## src/rtl/std_delay_catcher.sv

```systemverilog
// std_delay_catcher: credit-gated receiver for a fixed-latency, no-backpressure
// pipeline. Results are captured into a circular buffer and handed downstream
// on a valid/ready handshake; credits bound in-flight work so nothing is lost.
module std_delay_catcher #(
  parameter int unsigned DEPTH = 4,
  parameter int unsigned WIDTH = 1,
  parameter type         TYPE  = logic [WIDTH-1:0]
) (
  input  logic                       i_clk,
  input  logic                       i_rst,
  input  logic                       i_issue_valid,
  output logic                       o_issue_ready,
  input  logic                       i_pipe_valid,
  input  TYPE                        i_pipe_d,
  output logic                       o_valid,
  input  logic                       i_ready,
  output TYPE                        o_d,
  output logic [$clog2(DEPTH+1)-1:0] o_credits,
  output logic                       o_error
);

  localparam int unsigned CW = $clog2(DEPTH + 1);
  localparam int unsigned PW = (DEPTH > 1) ? $clog2(DEPTH) : 1;
  localparam logic [CW-1:0] FULL = CW'(DEPTH);
  localparam logic [PW-1:0] LAST = PW'(DEPTH - 1);

  TYPE           mem [DEPTH];
  logic [PW-1:0] wr_ptr;
  logic [PW-1:0] rd_ptr;
  logic [PW-1:0] wr_ptr_nxt;
  logic [PW-1:0] rd_ptr_nxt;
  logic [CW-1:0] count;
  logic [CW-1:0] count_nxt;
  logic [CW-1:0] credits_nxt;
  logic          issue;
  logic          pop;
  logic          push;
  logic          err_nxt;
  TYPE           head_nxt;

  // Handshake decode, pointer/occupancy/credit next-state and next head entry.
  always_comb begin
    issue       = i_issue_valid & o_issue_ready;
    pop         = o_valid & i_ready;
    // A full buffer still takes a result when the head leaves in the same cycle.
    push        = i_pipe_valid & ((count != FULL) | pop);
    wr_ptr_nxt  = wr_ptr;
    rd_ptr_nxt  = rd_ptr;
    count_nxt   = count;
    credits_nxt = o_credits;

    if (push) begin
      wr_ptr_nxt = (wr_ptr == LAST) ? '0 : wr_ptr + 1'b1;
    end
    if (pop) begin
      rd_ptr_nxt = (rd_ptr == LAST) ? '0 : rd_ptr + 1'b1;
    end

    case ({push, pop})
      2'b10:   count_nxt = count + 1'b1;
      2'b01:   count_nxt = count - 1'b1;
      default: count_nxt = count;
    endcase

    // Issue is gated by o_issue_ready, so the decrement cannot underflow;
    // a pop with every credit already home is clamped and flagged.
    case ({issue, pop})
      2'b10:   credits_nxt = o_credits - 1'b1;
      2'b01:   credits_nxt = (o_credits == FULL) ? o_credits : o_credits + 1'b1;
      default: credits_nxt = o_credits;
    endcase

    err_nxt = o_error | (i_pipe_valid & ~push) | (pop & (o_credits == FULL));

    // The slot being written becomes the head only when it is the sole entry.
    head_nxt = (push && (wr_ptr == rd_ptr_nxt)) ? i_pipe_d : mem[rd_ptr_nxt];
  end

  // Buffer storage; contents are qualified by the occupancy counter.
  always_ff @(posedge i_clk) begin
    if (push) begin
      mem[wr_ptr] <= i_pipe_d;
    end
  end

  // Control state and registered outputs.
  always_ff @(posedge i_clk or negedge i_rst) begin
    if (!i_rst) begin
      wr_ptr        <= '0;
      rd_ptr        <= '0;
      count         <= '0;
      o_credits     <= FULL;
      o_issue_ready <= 1'b1;
      o_valid       <= 1'b0;
      o_d           <= '0;
      o_error       <= 1'b0;
    end else begin
      wr_ptr        <= wr_ptr_nxt;
      rd_ptr        <= rd_ptr_nxt;
      count         <= count_nxt;
      o_credits     <= credits_nxt;
      o_issue_ready <= (credits_nxt != '0);
      o_valid       <= (count_nxt != '0);
      if (count_nxt != '0) begin
        o_d <= head_nxt;
      end
      o_error       <= err_nxt;
    end
  end

endmodule

```

## config.mk

```make
export PLATFORM = sky130hd
export DESIGN_NAME = std_delay_catcher
export DESIGN_NICKNAME = d
export VERILOG_FILES = /design/src/rtl/std_delay_catcher.sv
export SDC_FILE = /design/constraint.sdc
export NUM_CORES = 1
export LEC_CHECK = 0
export CAP_MARGIN = 10
export CORE_ASPECT_RATIO = 1.75
export CORE_MARGIN = 5
export CORE_UTILIZATION = 45
export DETAILED_ROUTE_END_ITERATION = 6
export PLACE_DENSITY = 0.78
export SLEW_MARGIN = 20
export SYNTH_ARGS = -nofsm -noshare
export SYNTH_HDL_FRONTEND = slang
export SYNTH_SLANG_ARGS = --single-unit
```

## constraint.sdc

```tcl
create_clock -name i_clk -period 4.11 [get_ports i_clk]
set_input_delay 0.822 -clock i_clk [delete_from_list [all_inputs] [get_ports i_clk]]
set_output_delay 0.822 -clock i_clk [all_outputs]
set_load 0.05 [all_outputs]
```

==> reports/results.ini <==
[clock_network]
clkTransAtPathRegs_ns=0.07
hold_buffers=0
cts_tree=built
cts.sinks=18
clk_root_buffer_cell=clkbuf_8
cts_setup_buffers=0
cts-resized-gates=0
cts_buffers=3
clk-insertion-delay-late_ns=0.25
clock_path_buffers=2
h-tree-depth=1

[power]
p_leak_nw=0.545
power_uw=998
ir_worst_vdd_uv=398
powerDensity_mw_per_mm2=780

[synth]
avgSynthCellArea_um2=10.2
synth_compound_area_frac=0.144
synthArstFlopShare=0.778
synth_ff_type=dfrtp_1
muxShareOfSynthArea=0.0659
syn_inst=108
synth.distinct_cells=35
ys_seq_area_frac=0.430
synth_fa_ha_area_frac=0.132
ys_seq_elements=18
synth_area_mm2=0.00110
syn_nets=125
synthSimpleGateAreaFrac=0.143
synth_top_family_by_area=compound AO/OA/AOI/OAI gates
synth_xor_xnor_area_share=0.0239
synth_enable_flop_cells=4
yosysWarnings=0

[detailed_routing]
wl_um=2050
viasPerCell=5.55
ant_nets=0
wl_per_cell_um=14.0
via_count=810
drtIter0Drc=24
drc=0
drtPass1Iterations=4

[flow_run]
drv_cap=0

[grt]
grt_overflow=0
grt_util_met1=0.138
grt_max_degree=15
antenna_found_initial=0
gr-usage-met2=0.245
grt_pass1_vias=797
grt_pass1_wl_um=3420
grt_use_met3=0.0284
grt_busiest_layer=met2
grt_usage=0.133

[placed_design]
dpl_worst_slack_ns=0.872
dpl.hpwl_um=1610
dp_cells=142
placed_cell_area_mm2=0.00123
port_buffers=12
place_congestion=0.797

[floorplanning]
die_x_um=47.4
num_io_pins=13
std_cell_rows=23
start_util=0.472
fp.dieH_um=75.4
coreArea_mm2=0.00233
dieArea_mm2=0.00357

[cells_and_area]
multiInputGateArea_um2=561
area.sequential_um2=473
final_common_cell=inv_1
n_fill_cell=209
drive_gt1_frac=0.0744
nets=139
area_growth_pct=16.1
mostFrequentLayoutCells=13 x inv_1, 12 x dfrtp_1, 12 x clkdlybuf4s50_1
num_antenna_cells=0
fin_area_mm2=0.00128
finalNonFillerCells=146
fin_util=0.549

[timing]
setup_viol=0
final.min_clock_period_ns=2.99
totalNegativeSetupSlack_ns=0
tightest_slew_ns=0.679
hold_slack_ns=0.466
maxSlewHeadroom=0.547
rsz0062_at_grt=false
drv_slew=0
finalWorstSetupSlack_ns=1.12
period_share=0.728
max_freq_mhz=334
finClkSkew_ns=0.00141
finalHoldViolations=0

[setup_path]
path_common_cell=inv_1
crit_chain=clkdlybuf4s50_1, and2_4, inv_1, nor2_1, inv_1, fa_1, o32ai_1, nand3_1, and2_1, a41oi_2
cp_slowest_stage_delay_ns=0.48
cp_data_arrival_time_ns=3.17
worstPathMaxFanout=8
cp-end-kind=flip-flop
worstSetupStartpointType=input pin
worst_r2r_path_depth=9
required_ns=4.29
setup.worst_path.class=in2reg
cpMaxStageDelayCell=clkdlybuf4s50_1

[min_path]
hold_path.class=reg2reg
min_path_cells=2

[status]
status=complete, no violations

==> cells in the mapped netlist, drive strengths merged, types with 2 or more instances <==
master	number	area share
a31oi	3	0.017
and2	7	0.042
dfstp	2	0.048
edfxtp	4	0.11
ha	10	0.11
or3	2	0.011
nand2	9	0.031
a21oi	3	0.014
xnor2	3	0.024
nand3	2	0.0091
clkbuf	2	0.0068
dfrtp	12	0.27
inv	13	0.044
o21ai	5	0.023
nor2	8	0.027
a311o	2	0.019
mux2i	6	0.066
==> per-layer routing <==
| layer | wire (um) | up-vias |
|---|---|---|
| met5 | 0 | - |
| met3 | 99 | 5 |
| met1 | 801 | 383 |
| li1 | - | 401 |
| met4 | 40 | 0 |
| met2 | 1110 | 21 |
==> power breakdown <==
part	switching, mW	internal [mW]	total (mW)
clock network	0.0604	0.0664	0.127
registers	0.0637	0.261	0.324
logic	0.319	0.228	0.547
==> sequential cells by signal (all words and copies together), names as in the netlist <==
| signal | count |
|---|---|
| mem | 4 |
| count | 3 |
| o_credits | 3 |
| rd_ptr | 2 |
| wr_ptr | 2 |
| o_d | 1 |
| o_error | 1 |
| o_issue_ready | 1 |
| o_valid | 1 |
==> cells by family after synthesis <==
family	Yosys count
xor+xnor	3
mux	6
simple gates	32
compound gates	22
fa+ha+maj	11
flops	18
buf+inv	16
==> cell type report <==
| class | count | share of cell area |
|---|---|---|
| well taps | 25 | 0.0245 |
| clock buffers | 3 | 0.0323 |
| repair buffers | 12 | 0.0939 |
| flip-flops and latches | 18 | 0.370 |
| inverters | 13 | 0.0382 |
| multi-input cells | 74 | 0.438 |
| clock inverters | 1 | 0.00294 |
==> worst max-delay path: cells and delay by family <==
family / cells / cell delay (ns)
and+or+nand+nor: 4 / 0.69
adders and majority gates: 1 / 0.47
AOI/OAI and AO/OA: 2 / 0.49
buffers and inverters: 3 / 0.70
==> worst paths after layout <==
| path | end | slack [ns] | start |
|---|---|---|---|
| max in group asynchronous | rd_ptr[1] | 2.75 | i_rst |
| setup reg to reg | o_d | 1.78 | o_valid |
| min in group asynchronous | wr_ptr[0] | 0.96 | i_rst |
| hold / removal | o_error | 0.47 | o_error |
| hold reg to reg | o_error | 0.47 | o_error |
| setup / recovery | o_d | 1.12 | i_ready |
(Power assumes the default switching activity.)
